### config.mk
export PLATFORM = sky130hd
export DESIGN_NAME = load_store_unit
export DESIGN_NICKNAME = d
export VERILOG_FILES = /design/src/rtl/load_store_unit.sv
export SDC_FILE = /design/constraint.sdc
export NUM_CORES = 1
export LEC_CHECK = 0
export CAP_MARGIN = 20
export CORE_ASPECT_RATIO = 0.7
export CORE_MARGIN = 4
export CORE_UTILIZATION = 45
export CTS_CLUSTER_SIZE = 28
export DETAILED_ROUTE_END_ITERATION = 10
export GPL_TIMING_DRIVEN = 0
export PLACE_DENSITY = 0.81
export SETUP_SLACK_MARGIN = 0.05
export SLEW_MARGIN = 5
export SYNTH_ARGS = -nofsm -noshare
export SYNTH_HDL_FRONTEND = slang
export SYNTH_SLANG_ARGS = --single-unit
### constraint.sdc
create_clock -name clock -period 1.7 [get_ports clock]
set_input_delay 0.34 -clock clock [delete_from_list [all_inputs] [get_ports clock]]
set_output_delay 0.34 -clock clock [all_outputs]
set_load 0.05 [all_outputs]
### src/rtl/load_store_unit.sv
// Byte-serial, big-endian load/store sequencer between the EX/MEM stage and data memory.
// Optional ALIGN_CHECK_EN: reject misaligned half/word requests with a done+err pulse.
module load_store_unit #(
    parameter int ADDR_W = 8,
    parameter int RD_LAT = 1
) (
    input  logic              clock,
    input  logic              reset,
    input  logic              req,
    input  logic              write,
    input  logic [1:0]        size,
    input  logic              sign_ext,
    input  logic [ADDR_W-1:0] addr,
    input  logic [31:0]       wdata,
    output logic [31:0]       rdata,
    output logic              done,
    output logic              busy,
    output logic              err,
    output logic [ADDR_W-1:0] mem_addr,
    output logic [7:0]        mem_wdata,
    output logic              mem_we,
    output logic              mem_re,
    input  logic [7:0]        mem_rdata
);

    localparam logic [1:0] IDLE   = 2'd0;
    localparam logic [1:0] ISSUE  = 2'd1;
    localparam logic [1:0] DRAIN  = 2'd2;
    localparam logic [1:0] FINISH = 2'd3;

    logic [1:0]        state;
    logic [1:0]        cnt;
    logic [1:0]        last_r;
    logic [1:0]        dcnt;
    logic [ADDR_W-1:0] addr_r;
    logic [31:0]       wsh;
    logic              write_r;
    logic              sign_r;
    logic [RD_LAT-1:0] re_d;
    logic [31:0]       acc;

    logic [1:0]        last_in;
    logic [31:0]       wsh_in;
    logic [31:0]       acc_n;
    logic [31:0]       rdata_n;
    logic              misaligned;
    logic              accept;

    assign last_in = (size == 2'b00) ? 2'd0 : (size == 2'b01) ? 2'd1 : 2'd3;
    assign accept  = req && !busy;

    // Store data is left-justified so the next byte to send is always wsh[31:24].
    always_comb begin
        wsh_in = wdata;
        case (last_in)
            2'd0:    wsh_in = {wdata[7:0], 24'h000000};
            2'd1:    wsh_in = {wdata[15:0], 16'h0000};
            default: wsh_in = wdata;
        endcase
    end

`ifdef ALIGN_CHECK_EN
    logic err_f;
    assign misaligned = ((size == 2'b01) && addr[0]) || (size[1] && (addr[1:0] != 2'b00));
    assign err        = (state == FINISH) && err_f;
`else
    assign misaligned = 1'b0;
    assign err        = 1'b0;
`endif

    assign acc_n = {acc[23:0], mem_rdata};

    always_comb begin
        rdata_n = acc_n;
        case (last_r)
            2'd0:    rdata_n = {{24{sign_r & acc_n[7]}}, acc_n[7:0]};
            2'd1:    rdata_n = {{16{sign_r & acc_n[15]}}, acc_n[15:0]};
            default: rdata_n = acc_n;
        endcase
    end

    assign busy      = (state == ISSUE) || (state == DRAIN);
    assign done      = (state == FINISH);
    assign mem_we    = (state == ISSUE) && write_r;
    assign mem_re    = (state == ISSUE) && !write_r;
    assign mem_addr  = (state == ISSUE) ? addr_r : '0;
    assign mem_wdata = mem_we ? wsh[31:24] : '0;

    always_ff @(posedge clock) begin
        if (reset) begin
            state   <= IDLE;
            cnt     <= '0;
            last_r  <= '0;
            dcnt    <= '0;
            addr_r  <= '0;
            wsh     <= '0;
            write_r <= 1'b0;
            sign_r  <= 1'b0;
            re_d    <= '0;
            acc     <= '0;
            rdata   <= '0;
`ifdef ALIGN_CHECK_EN
            err_f   <= 1'b0;
`endif
        end else begin
            // Read issue is tracked through a delay line matching the memory latency.
            re_d[0] <= mem_re;
            for (int unsigned i = 1; i < RD_LAT; i++) re_d[i] <= re_d[i-1];
            if (re_d[RD_LAT-1]) acc <= acc_n;
`ifdef ALIGN_CHECK_EN
            err_f <= 1'b0;
`endif
            case (state)
                IDLE, FINISH: begin
                    state <= IDLE;
                    if (accept) begin
                        addr_r  <= addr;
                        wsh     <= wsh_in;
                        write_r <= write;
                        sign_r  <= sign_ext;
                        last_r  <= last_in;
                        cnt     <= '0;
                        if (misaligned) begin
                            state <= FINISH;
`ifdef ALIGN_CHECK_EN
                            err_f <= 1'b1;
`endif
                        end else begin
                            state <= ISSUE;
                        end
                    end
                end
                ISSUE: begin
                    addr_r <= addr_r + 1'b1;
                    wsh    <= {wsh[23:0], 8'h00};
                    cnt    <= cnt + 2'd1;
                    dcnt   <= '0;
                    if (cnt == last_r) state <= write_r ? FINISH : DRAIN;
                end
                DRAIN: begin
                    dcnt <= dcnt + 2'd1;
                    if (dcnt == 2'(RD_LAT - 1)) begin
                        state <= FINISH;
                        rdata <= rdata_n;
                    end
                end
                default: state <= IDLE;
            endcase
        end
    end

endmodule

# Word-level counts from Yosys, hierarchy flattened
# Cells that the tools add are included.
dict set report word_totals {
  output_inout_bits 53
  mem_bits_rw 0
  latch_bits 0
  memories 0
  in_bits 55
  reg_bits 107
  mem_bits_ro 0
}
dict set report op_classes {
  order_cmp 0
  n_eq_ne 10
  div_mod_pow 0
  reduce_logical 18
  mul 0
  bitwise 2
  mux 18
  n_addsub 3
  shift 0
}
# cell n
set ops {}
lappend ops {{case mux 32 bit (2 select lines)} 3}
lappend ops {{2-to-1 mux 32 bit} 1}
lappend ops {{2-to-1 mux 8 bit} 3}
lappend ops {{case mux 8 bit (2 select lines)} 1}
lappend ops {{zero test 2 bit} 5}
lappend ops {{2-to-1 mux 2 bit} 5}
lappend ops {{adder 8 x 1 -> 8 bit (second input constant)} 1}
lappend ops {{== test 2 x 1 -> 1 bit (second input constant)} 4}
lappend ops {{case mux 2 bit (2 select lines)} 2}
lappend ops {{AND reduction 2 bit} 4}
lappend ops {{case mux 2 bit (3 select lines)} 1}
lappend ops {{adder 2 x 1 -> 2 bit (second input constant)} 2}
lappend ops {{== test 2 bit (second input constant)} 2}
lappend ops {{inequality test 2 x 1 -> 1 bit (second input constant)} 2}
lappend ops {{nonzero test 2 bit} 2}
lappend ops {{logical AND 1 bit} 3}
lappend ops {{bitwise AND 1 bit} 2}
lappend ops {{== test 2 bit} 1}
lappend ops {{zero test 1 bit} 2}
lappend ops {{2-to-1 mux 1 bit} 2}
lappend ops {{inequality test 2 bit (second input constant)} 1}
lappend ops {{OR reduction 2 bit} 1}
lappend ops {{logical OR 1 bit} 1}

# Logic depth before layout (Yosys ltp)
dict set report depth {
  depth_word 7
  mapped_depth 8
  mapped_depth_nobuf 6
}

# Worst setup path before layout
# No wires, ideal clock.
dict set report synth_timing {
  path_kind {register to output}
  start {register state[1]}
  end {output port mem_re}
  setup_slack_ns -0.317
  arrival_ns 1.677
  path_stages_with_launch 7
  path_cell_list {dfxtp_1 inv_1 ha_1 buf_2 inv_1 buf_1 nor2_1}
}
dict set report synth_between {
  elab_chain_cells 2
}
# item line
set synth_lines {}
lappend synth_lines {{from (decl)} 31} ;# logic [1:0] state;
lappend synth_lines {{from (signal assigned)} 138} ;# if (cnt == last_r) state <= write_r ? FINISH : DRAIN;
lappend synth_lines {{== test 2 x 1 -> 1 bit} 85} ;# assign mem_re = (state == ISSUE) && !write_r;
lappend synth_lines {{logical AND 1 bit} 85}
lappend synth_lines {{to (decl)} 22} ;# output logic mem_re,
# Every way passes these cells.

# Final worst setup path
dict set report layout_timing {
  start {register state[1]}
  end {output port mem_wdata[1]}
}
dict set report layout_between {
  elab_chain_cells 3
}
# item line
set layout_lines {}
lappend layout_lines {{== test 2 x 1 -> 1 bit} 84} ;# assign mem_we = (state == ISSUE) && write_r;
lappend layout_lines {{logical AND 1 bit} 84}
lappend layout_lines {{2-to-1 mux 8 bit} 87} ;# assign mem_wdata = mem_we ? wsh[31:24] : '0;
lappend layout_lines {{to (decl)} 20} ;# output logic [7:0] mem_wdata,
# Every way passes these cells.

==> impl_table.tex <==
\begin{tabular}{lr}
\hline
Metric & Value \\
\hline
\multicolumn{2}{l}{\textbf{Place}} \\
Worst slack after detailed placement & -0.928 ns \\
Count of buffers inserted at the top-level ports & 104 \\
Final GP Congestion & 0.903 \\
\# placed instances & 794 \\
Half-perimeter wire length after detailed placement & 10800 um \\
Placed inst area & 6020 um\^{}2 \\
\multicolumn{2}{l}{\textbf{Worst setup path}} \\
End of the worst register-to-register path & addr\_r[5]\$\_SDFFE\_PP0P\_ \\
Worst endpoint required time & 1.36 ns \\
Start of the worst register-to-register path & state[1]\$\_SDFFE\_PP0P\_ \\
Critical path endpoint category & primary output \\
CP arrival & 1.53 ns \\
Setup slack of the most critical reg-to-reg path & -0.14 ns \\
R2R cell count & 8 \\
Largest fanout on the critical path & 6 \\
Crit start category & flip-flop \\
Critical path class & flip-flop to primary output \\
Launch point of the worst path & state[1]\$\_SDFFE\_PP0P\_ \\
Capturing element of the worst setup path & mem\_wdata[1] \\
\multicolumn{2}{l}{\textbf{Clock tree}} \\
Count of hold buffers inserted by post-cts repair & 0 \\
Maximum level of the CTS H-tree & 3 \\
Clock-pin slew of the registers on the worst-case setup and hold paths & 0.07 ns \\
Number of clock sinks & 107 \\
Cts bufs inserted & 9 \\
Clock tree from TritonCTS & built \\
Maximum clock path buffer count & 2 \\
Clock root buffer & clkbuf\_16 \\
Clock latency on the worst-skew pair & 0.36 ns \\
\multicolumn{2}{l}{\textbf{Outcome}} \\
Status & complete, but fails checks \\
Violated checks & negative setup slack \\
\multicolumn{2}{l}{\textbf{Routing}} \\
First-iteration detailed-routing DRC count & 568 \\
DRT antenna net count & 0 \\
Drt total wl & 18000 um \\
Via density per instance & 6.16 \\
DR pass1 iterations & 9 \\
Total number of vias & 5271 \\
Number of design rule violations left after detail routing & 0 \\
Routed wire length per instance & 21.1 um \\
\multicolumn{2}{l}{\textbf{Timing}} \\
Tightest slew margin relative to the limit & 49.3\% \\
Post-route clock skew & 0.0100 ns \\
Hold slack & 0.456 ns \\
Number of pins with negative max-slew slack in the final report & 0 \\
Shortest clock period the worst path allows after layout & 1.87 ns \\
Fmax & 534 MHz \\
RSZ-0062 raised after global routing & true \\
Final number of hold-violating endpoints & 0 \\
Total setup violations reported at the end of the flow & 61 \\
Actual transition at the worst max-transition pin & 0.760 ns \\
Worst setup slack after layout & -0.171 ns \\
Ratio of final minimum period to clock period & 110\% \\
Total negative slack & -4.98 ns \\
\multicolumn{2}{l}{\textbf{Logic synthesis}} \\
Area contributors post-synth & dfxtp\_1 45\%, mux2i\_1 8.8\%, nor2\_1 5.7\%, nand2\_1 5.7\%, a21oi\_1 5.0\% \\
Portion of synthesized cell area occupied by the leading cell type & 44.8\% \\
Area of the mapped netlist & 4780 um\^{}2 \\
Post-synthesis instance total & 558 \\
Post-Synthesis Net Count & 619 \\
Library cell occupying the most area in the post-synthesis netlist & dfxtp\_1 \\
Avg Cell Area, Syn & 8.57 um\^{}2 \\
Number of warning messages in the yosys log & 0 \\
Number of distinct standard cells referenced by the synthesized netlist & 43 \\
Number of synthesized register bits & 107 \\
Sequential fraction of the synthesis area & 44.8\% \\
\multicolumn{2}{l}{\textbf{Floorplanning}} \\
Die height & 94.3 um \\
Overall die width & 131 um \\
Row Count & 31 \\
Boundary Pins & 108 \\
Die area & 12400 um\^{}2 \\
Starting utilization of the core area & 46.2\% \\
Core area & 10400 um\^{}2 \\
\multicolumn{2}{l}{\textbf{Job}} \\
Max cap viols & 0 \\
\multicolumn{2}{l}{\textbf{Global route}} \\
Initial antenna violation count & 0 \\
Wire length of the first global-routing pass & 26900 um \\
Total track usage & 27.5\% \\
Vias in the first global route & 5063 \\
Pin count of the biggest net entering global routing & 20 \\
Remaining global-route overflow & 0 \\
\multicolumn{2}{l}{\textbf{Final layout}} \\
Final Net Count & 780 \\
Fraction of layout cells with a size suffix above 1 & 27.1\% \\
Post-layout instance area & 7310 um\^{}2 \\
Diodes inserted & 0 \\
Syn-to-layout area delta & 52.8\% \\
Final standard cell count with taps included and fillers excluded & 856 \\
Final Util & 70.6\% \\
\multicolumn{2}{l}{\textbf{Min path}} \\
Worst min-delay path category & flip-flop to flip-flop \\
\multicolumn{2}{l}{\textbf{Power and ir drop}} \\
Power, Total & 12.0 mW \\
P\_leak & 2.92 nW \\
Power density cells & 1650 nW/um\^{}2 \\
Maximum resistive drop on vdd & 0.756 mV \\
\hline
\end{tabular}
## layout by cell type, fill, tap and decap left out, types with 3 or more instances in the layout
cell             count
nand2_1             68
nor3_1               9
clkbuf_1            10
a221oi_2             5
inv_8                5
clkdlybuf4s50_1     52
o211ai_1             8
inv_1               10
a211oi_2            21
nor2_1              71
nand2_2              3
a31oi_1              3
dlygate4sd2_1       32
buf_4               29
nand3_1             11
a211oi_1             9
o21ai_0             14
clkbuf_8             6
and3_4               8
buf_6               24
mux2i_1             41
buf_8               20
nor2b_1              5
a221o_1             11
clkbuf_2            11
clkbuf_16           11
nand4_1              3
a21oi_2              6
and2_4               8
buf_2                8
ha_4                 4
a21oi_1             42
dfxtp_1            105
## timing repair
item / 4_1_cts / 5_1_grt
gates resized for setup: 311 / 33
endpoints found under the setup margin: 129 / 110
cloned: 10 / 0
buffers inserted: 26 / 11
pin swaps: 32 / 11
## flip-flops by register name, summed over array words and instances, names as in the netlist
register  cells
wsh          32
addr_r        8
write_r       1
rdata        32
cnt           2
acc          24
sign_r        1
last_r        2
re_d          1
state         2
dcnt          2
## kinds of logic after synthesis
kind of cell | synth area share (%)
muxes | 9.03
other | 0.0784
AOI/OAI and AO/OA | 19.8
buffers and inverters | 5.73
xor gates and xnor gates | 0.366
and+or+nand+nor | 18.6
DFF | 44.8
adders and majority gates | 1.57
## area by class of cell
type	count	area, um^2
buffer	47	377
clock buffer	9	225
clock inverter	7	108
fill	688	3050
inverter	15	76.3
multi-input combinational	388	2680
sequential	107	2150
tap	132	165
timing repair buffer	151	1520
## worst min path at each step
stage                                      from                    end  slack, ns  cells after the start
after floorplan             wsh[3]$_SDFFE_PP0P_    wsh[3]$_SDFFE_PP0P_       0.43                      2
after global placement     dcnt[0]$_SDFFE_PP0P_   dcnt[0]$_SDFFE_PP0P_       0.44                      2
after detailed placement  rdata[6]$_SDFFE_PP0P_  rdata[6]$_SDFFE_PP0P_       0.45                      2
after CTS                   wsh[1]$_SDFFE_PP0P_    wsh[1]$_SDFFE_PP0P_       0.46                      2
after global routing       wsh[18]$_SDFFE_PP0P_   wsh[18]$_SDFFE_PP0P_       0.48                      2
final                      wsh[21]$_SDFFE_PP0P_   wsh[21]$_SDFFE_PP0P_       0.46                      2
## Yosys cell counts (all sizes together)
cell	number
clkbuf	25
or2	1
nand2	72
o21ai	19
o22ai	2
or3	2
and4	1
conb	1
inv	15
dfxtp	107
a31oi	3
and3	9
a211oi	30
ha	6
nor3b	2
nor3	9
o2bb2ai	1
o41ai	2
a221o	11
xnor2	2
o21a	2
a311oi	1
nand3	13
a221oi	5
buf	23
or4	2
nor2b	5
nand2b	1
nand4	3
nor2	73
mux2i	42
o211ai	8
a21oi	48
and2	9
mux2	1
a41oi	1
nand4b	1
## metal layers
metal  vias to the layer above  track usage, %  routed length (um)
met5                         -               0                   0
met4                         0            13.0                 801
met3                        86            6.16                1830
met2                       390            45.7                8160
met1                      2510            34.4                7240
li1                       2285               -                   -
## report_power, final
part / internal [mW] / switching, mW
clock network: 1.32 / 1.02
registers: 3.07 / 0.429
logic: 2.62 / 3.58
## worst max-delay path, cell delays in order (launching register included)
cell,delay (ns)
dfxtp_4,0.36
inv_4,0.05
ha_4,0.16
buf_8,0.13
clkbuf_16,0.15
and3_4,0.19
buf_8,0.15
Note: power is estimated with default switching activity, not from simulation.
